$ cat src/rtl/id_stage_if.sv
// id_stage_if: fetch-to-decode handshake
// if_valid/if_instr/if_pc flow from fetch to decode; id_ready flows back
interface id_stage_if;
  logic        if_valid;
  logic [31:0] if_instr;
  logic [31:0] if_pc;
  logic        id_ready;
  modport master (output if_valid, if_instr, if_pc, input id_ready);
  modport slave (input if_valid, if_instr, if_pc, output id_ready);
endinterface

$ cat src/rtl/id_stage.sv
// id_stage: MIPS-subset decode stage with WB bypass, load-use stall and ID/EX register
// ports: clk, reset (sync active-low), bus (fetch handshake), rf_addr_*/rf_data_* (regfile read),
//        wb_addr/wb_data/write (writeback), ex_ready/flush (execute control), ex_* (registered ID/EX outputs)
module id_stage (
  input  logic        clk,
  input  logic        reset,
  id_stage_if.slave   bus,
  output logic [4:0]  rf_addr_1,
  output logic [4:0]  rf_addr_2,
  input  logic [31:0] rf_data_1,
  input  logic [31:0] rf_data_2,
  input  logic [4:0]  wb_addr,
  input  logic [31:0] wb_data,
  input  logic        write,
  input  logic        ex_ready,
  input  logic        flush,
  output logic        ex_valid,
  output logic [31:0] ex_pc,
  output logic [31:0] ex_op1,
  output logic [31:0] ex_op2,
  output logic [31:0] ex_imm,
  output logic [4:0]  ex_rd,
  output logic [2:0]  ex_alu_op,
  output logic        ex_reg_write,
  output logic        ex_mem_read,
  output logic        ex_mem_write,
  output logic        ex_branch,
  output logic        ex_illegal
);
  logic [31:0] instr;
  logic [5:0]  op, fn;
  logic [4:0]  rs, rt, rd;
  logic        is_r, is_nop, is_addi, is_lw, is_sw, is_beq, illegal, uses_rt, hazard;
  logic        reg_write;
  logic [2:0]  alu_op;
  logic [31:0] op1, op2;
  assign instr = bus.if_instr;
  assign op = instr[31:26];
  assign fn = instr[5:0];
  assign rs = instr[25:21];
  assign rt = instr[20:16];
  assign rf_addr_1 = rs;
  assign rf_addr_2 = rt;
  always_comb begin
    is_r = op == 6'h00 && (fn == 6'h20 || fn == 6'h22 || fn == 6'h24 || fn == 6'h25 || fn == 6'h2A);
    is_nop = instr == 32'h0;
    is_addi = op == 6'h08;
    is_lw = op == 6'h23;
    is_sw = op == 6'h2B;
    is_beq = op == 6'h04;
    illegal = !(is_r || is_nop || is_addi || is_lw || is_sw || is_beq);
    alu_op = is_r ? (fn == 6'h22 ? 3'd1 : fn == 6'h24 ? 3'd2 : fn == 6'h25 ? 3'd3 : fn == 6'h2A ? 3'd4 : 3'd0)
           : is_beq ? 3'd1 : 3'd0;
    rd = is_r ? instr[15:11] : (is_addi || is_lw) ? rt : 5'd0;
    reg_write = is_r || is_addi || is_lw;
    uses_rt = op == 6'h00 || is_sw || is_beq;
    // register 0 reads as zero, which also keeps a write to $0 from bypassing
    op1 = rs == 5'd0 ? 32'h0 : (write && wb_addr == rs) ? wb_data : rf_data_1;
    op2 = rt == 5'd0 ? 32'h0 : (write && wb_addr == rt) ? wb_data : rf_data_2;
    hazard = ex_valid && ex_mem_read && ex_rd != 5'd0 && (ex_rd == rs || (uses_rt && ex_rd == rt)) && bus.if_valid;
  end
  assign bus.id_ready = flush || (ex_ready && !hazard);
  always_ff @(posedge clk) begin
    if (!reset) begin
      ex_valid <= 1'b0;
      ex_pc <= '0;
      ex_op1 <= '0;
      ex_op2 <= '0;
      ex_imm <= '0;
      ex_rd <= '0;
      ex_alu_op <= '0;
      ex_reg_write <= 1'b0;
      ex_mem_read <= 1'b0;
      ex_mem_write <= 1'b0;
      ex_branch <= 1'b0;
      ex_illegal <= 1'b0;
    end else if (flush) begin
      ex_valid <= 1'b0;
    end else if (ex_ready) begin
      if (hazard || !bus.if_valid) begin
        ex_valid <= 1'b0;
      end else begin
        ex_valid <= 1'b1;
        ex_pc <= bus.if_pc;
        ex_op1 <= op1;
        ex_op2 <= op2;
        ex_imm <= {{16{instr[15]}}, instr[15:0]};
        ex_rd <= rd;
        ex_alu_op <= alu_op;
        ex_reg_write <= reg_write;
        ex_mem_read <= is_lw;
        ex_mem_write <= is_sw;
        ex_branch <= is_beq;
        ex_illegal <= illegal;
      end
    end
  end
endmodule

$ cat src/flat_wrapper.sv
// flat-port wrapper written by rule: the top's interface ports become plain ports
module id_stage_flat 
  (clk, reset, rf_addr_1, rf_addr_2, rf_data_1, rf_data_2, wb_addr, wb_data, write, ex_ready, flush, ex_valid, ex_pc, ex_op1, ex_op2, ex_imm, ex_rd, ex_alu_op, ex_reg_write, ex_mem_read, ex_mem_write, ex_branch, ex_illegal, bus_if_valid, bus_if_instr, bus_if_pc, bus_id_ready);
  id_stage_if bus_i ();
  input  logic clk;
  input  logic reset;
  output logic [4:0] rf_addr_1;
  output logic [4:0] rf_addr_2;
  input  logic [31:0] rf_data_1;
  input  logic [31:0] rf_data_2;
  input  logic [4:0] wb_addr;
  input  logic [31:0] wb_data;
  input  logic write;
  input  logic ex_ready;
  input  logic flush;
  output logic ex_valid;
  output logic [31:0] ex_pc;
  output logic [31:0] ex_op1;
  output logic [31:0] ex_op2;
  output logic [31:0] ex_imm;
  output logic [4:0] ex_rd;
  output logic [2:0] ex_alu_op;
  output logic ex_reg_write;
  output logic ex_mem_read;
  output logic ex_mem_write;
  output logic ex_branch;
  output logic ex_illegal;
  input wire logic [$bits(bus_i.if_valid)-1:0] bus_if_valid;
  input wire logic [$bits(bus_i.if_instr)-1:0] bus_if_instr;
  input wire logic [$bits(bus_i.if_pc)-1:0] bus_if_pc;
  output wire logic [$bits(bus_i.id_ready)-1:0] bus_id_ready;
  assign bus_i.if_valid = bus_if_valid;
  assign bus_i.if_instr = bus_if_instr;
  assign bus_i.if_pc = bus_if_pc;
  assign bus_id_ready = bus_i.id_ready;
  id_stage u_core (.clk(clk), .reset(reset), .bus(bus_i), .rf_addr_1(rf_addr_1), .rf_addr_2(rf_addr_2), .rf_data_1(rf_data_1), .rf_data_2(rf_data_2), .wb_addr(wb_addr), .wb_data(wb_data), .write(write), .ex_ready(ex_ready), .flush(flush), .ex_valid(ex_valid), .ex_pc(ex_pc), .ex_op1(ex_op1), .ex_op2(ex_op2), .ex_imm(ex_imm), .ex_rd(ex_rd), .ex_alu_op(ex_alu_op), .ex_reg_write(ex_reg_write), .ex_mem_read(ex_mem_read), .ex_mem_write(ex_mem_write), .ex_branch(ex_branch), .ex_illegal(ex_illegal));
endmodule
$ cat config.mk
export PLATFORM = sky130hd
export DESIGN_NAME = id_stage_flat
export DESIGN_NICKNAME = d
export VERILOG_FILES = /design/src/rtl/id_stage_if.sv /design/src/rtl/id_stage.sv /design/src/flat_wrapper.sv
export SDC_FILE = /design/constraint.sdc
export NUM_CORES = 1
export LEC_CHECK = 0
export ABC_CLOCK_PERIOD_IN_PS = 2500
export CAP_MARGIN = 20
export CORE_MARGIN = 1.5
export CORE_UTILIZATION = 43
export CTS_CLUSTER_DIAMETER = 200
export DETAILED_ROUTE_END_ITERATION = 10
export PLACE_DENSITY_LB_ADDON = 0.05
export SYNTH_ARGS = -nofsm -noshare
export SYNTH_HDL_FRONTEND = slang
export SYNTH_SLANG_ARGS = --single-unit
$ cat constraint.sdc
create_clock -name clk -period 2.5 [get_ports clk]
set_input_delay 0.25 -clock clk [delete_from_list [all_inputs] [get_ports clk]]
set_output_delay 0.25 -clock clk [all_outputs]
set_load 0.02 [all_outputs]
==> flow_summary.json <==
{
  "power_leakage_nw": 4.585,
  "routedWlPerCell_um": 15.99,
  "hold_depth": 3,
  "final.setup.worst_slack_ns": 0.07872,
  "hpwl_um": 15190,
  "nFillCells": 1392,
  "fp-row-count": 47,
  "num_io_pins": 324,
  "drt-met1-wl_um": 9104,
  "async_flop_share": 0,
  "critPathLaunchType": "flop",
  "area_growth_pct": 52.57,
  "cp_top_family": "compound AO/OA/AOI/OAI gates",
  "io_buffer_count": 323,
  "cts_tree": "done",
  "grt_antenna_before_repair": 0,
  "finalCritPeriodShare": 0.9685,
  "mappedNetlistArea_mm2": 0.007216,
  "cts_buffers": 17,
  "remaining_drc_errors": 0,
  "nets": 1264,
  "highest_layer": "met4",
  "status": "complete, no violations",
  "drt-initial-drc-count": 340,
  "core_area_mm2": 0.01647,
  "met3_length_um": 1727,
  "maxSlewViolCount": 0,
  "cts_setup_buffers": 0,
  "fmax_mhz": 413.0,
  "cts_sinks": 126,
  "hold_path_end": "u_core.ex_illegal",
  "grt_max_degree": 184,
  "slowest_stage": "dfxtp_1",
  "ys_seq_elements": 126,
  "crit_chain": "or3_1 -> o311a_4 -> nand4_4 -> a21bo_2 -> a21o_1 -> clkdlybuf4s15_1",
  "grt_pass1_wl_um": 33750,
  "synth_cell_type_count": 55,
  "tightestPinTransition_ns": 0.8361,
  "min_path_type": "in2reg",
  "ir_drop_uv": 438.9,
  "layout-drive-gt1-share": 0.1275,
  "required_ns": 2.25,
  "grt_setup_unrepaired": "no",
  "globalplace.congestion": 0.8553,
  "finClkSkew_ns": 0.007764,
  "synth-edff-count": 0,
  "synthTopCellsByArea": "dfxtp_1 35%, mux2i_1 17%, nand2_1 9.5%",
  "worstSetupEndpointType": "primary output",
  "wirelength_um": 21220,
  "vias": 6634,
  "grt_pass1_vias": 6382,
  "htreeDepth": 4,
  "cpPeakStageDelay_ns": 0.40,
  "r2r_start": "u_core.ex_rd[1]",
  "cts_root_buf": "clkbuf_16",
  "path_class": "reg2out",
  "ctsHoldBuffers": 0,
  "syn_inst": 807,
  "final-hold-violation-count": 0,
  "cp.arrival_ns": 2.17,
  "cellPowerDensity_mw_per_mm2": 522.3,
  "r2r_slack_ns": 0.14,
  "ys_seq_area_frac": 0.3496,
  "path_max_fanout": 5,
  "min_from": "reset",
  "dr.pass1.iters": 4,
  "synth_area_per_cell_um2": 8.941,
  "grtUsageTotal": 0.2413,
  "clk_pin_slew_ns": 0.06,
  "wl_met2_um": 9696,
  "yosysTopAreaCell": "dfxtp_1",
  "synthFlopType": "dfxtp_1",
  "initial_utilization": 0.4382,
  "die-area_mm2": 0.01757,
  "grt_overflow": 0,
  "power_w": 0.005750,
  "ant_nets": 0,
  "final_cell_mix": "321 x clkdlybuf4s50_1, 182 x nand2_1, 125 x dfxtp_1",
  "dieHeight_um": 132.5,
  "min_period_ns": 2.421,
  "path_buf_inv": 1,
  "timing.rr.end": "u_core.ex_pc[10]",
  "setup_violations": 0,
  "clock_latency_ns": 0.42,
  "synth.top_cell.area_share": 0.3496,
  "drv_cap": 0,
  "rr_worst_depth": 7,
  "yosys_warnings": 0,
  "vias_per_cell": 4.999,
  "syn-num-nets": 978,
  "final_common_cell": "clkdlybuf4s50_1",
  "clk_path_buf_depth": 2,
  "preCtsSetupSlack_ns": -0.01604,
  "die_w_um": 132.5,
  "max_slew_margin": 0.4426
}
## synth_stat cells, types with 2 or more instances
master / count
clkbuf_8: 8
clkbuf_1: 39
nand2b_1: 2
buf_12: 13
nand4_1: 3
nand4b_1: 2
mux2i_1: 121
and3_2: 46
xor2_1: 16
o21ai_1: 43
nand4_4: 2
nor2_1: 13
a22o_2: 4
dfxtp_1: 126
a21boi_0: 62
and3_1: 17
and2_1: 2
and4_1: 2
buf_4: 26
mux2_2: 2
nor4_4: 3
nor4_1: 3
o21ai_0: 21
a21oi_1: 2
dlygate4sd3_1: 3
a31o_2: 2
or4_1: 2
nand3_1: 4
nor3_1: 2
xnor2_1: 4
nand2_1: 182
a31oi_1: 4
inv_1: 4
## report_power, final
part / leakage (nW) / internal, W / switching, W
sequential: 1.02 / 0.00208 / 0.0000346
combinational: 3.27 / 0.000566 / 0.000489
clock: 0.288 / 0.00162 / 0.000963
## cell families after synthesis
family                    synth area share
buffers and inverters               0.1084
and+or+nand+nor                     0.2086
xor gates and xnor gates           0.02427
DFF                                 0.3496
muxes                               0.1710
AOI/OAI and AO/OA                   0.1382
## tightest hold or removal path: cells and delay by family
kind	cells	cell delay (ns)
buffers and inverters	1	0.11
muxes	1	0.06
and+or+nand+nor	1	0.06
## worst max-delay path by stage
stage	from	to	slack [ns]	depth (start not counted)
final	u_core.ex_rd[1]	bus_id_ready	0.08	6
after global routing	u_core.ex_rd[1]	bus_id_ready	0.00005	6
after CTS	u_core.ex_rd[1]	bus_id_ready	0.002	6
after detailed placement	bus_if_instr[19]	bus_id_ready	-0.02	7
after global placement	bus_if_instr[22]	bus_id_ready	-0.01	7
after floorplan	u_core.ex_rd[0]	u_core.ex_alu_op[1]	0.56	7
## repair_timing
item,in CTS,in global routing
setup endpoints to repair,1,1
gates cloned,0,0
gates resized for setup,2,2
pin swaps,0,0
## through the flow
step	area, µm²	hold slack [ns]	setup TNS [ns]	util	instances
finish	11010	0.1102	0	0.6686	1327
global route	11010	0.1423	0	0.6685	1326
CTS	10990	0.09644	0	0.6672	1325
detailed placement	10370	0.4458	-0.01604	0.6297	1293
global placement	10370	0.4385	-0.01188	0.6297	1293
floorplan	7216	0.3921	0	-	807
## cell type report
cell class	instances	area (µm²)	area share
clock buffer	19	452.9	0.04114
sequential	126	2524	0.2292
inverter	4	15.01	0.001364
timing repair buffer	359	3637	0.3304
tap	220	275.3	0.02500
antenna	1	2.502	0.0002273
clock inverter	13	163.9	0.01489
multi-input combinational	585	3939	0.3578
## registers in the layout, indices dropped and copies added, names as in the netlist, 3 cells and up
register,flops
u_core.ex_alu_op,3
u_core.ex_imm,16
u_core.ex_op1,32
u_core.ex_op2,32
u_core.ex_pc,32
u_core.ex_rd,5
## metal layers
| layer | vias up | GRT usage |
|---|---|---|
| li1 | 3344 | - |
| met1 | 2999 | 0.3068 |
| met2 | 247 | 0.3831 |
| met3 | 44 | 0.06513 |
| met4 | 0 | 0.1093 |
| met5 | - | 0 |
No activity file was read; power rests on OpenSTA's default activity.
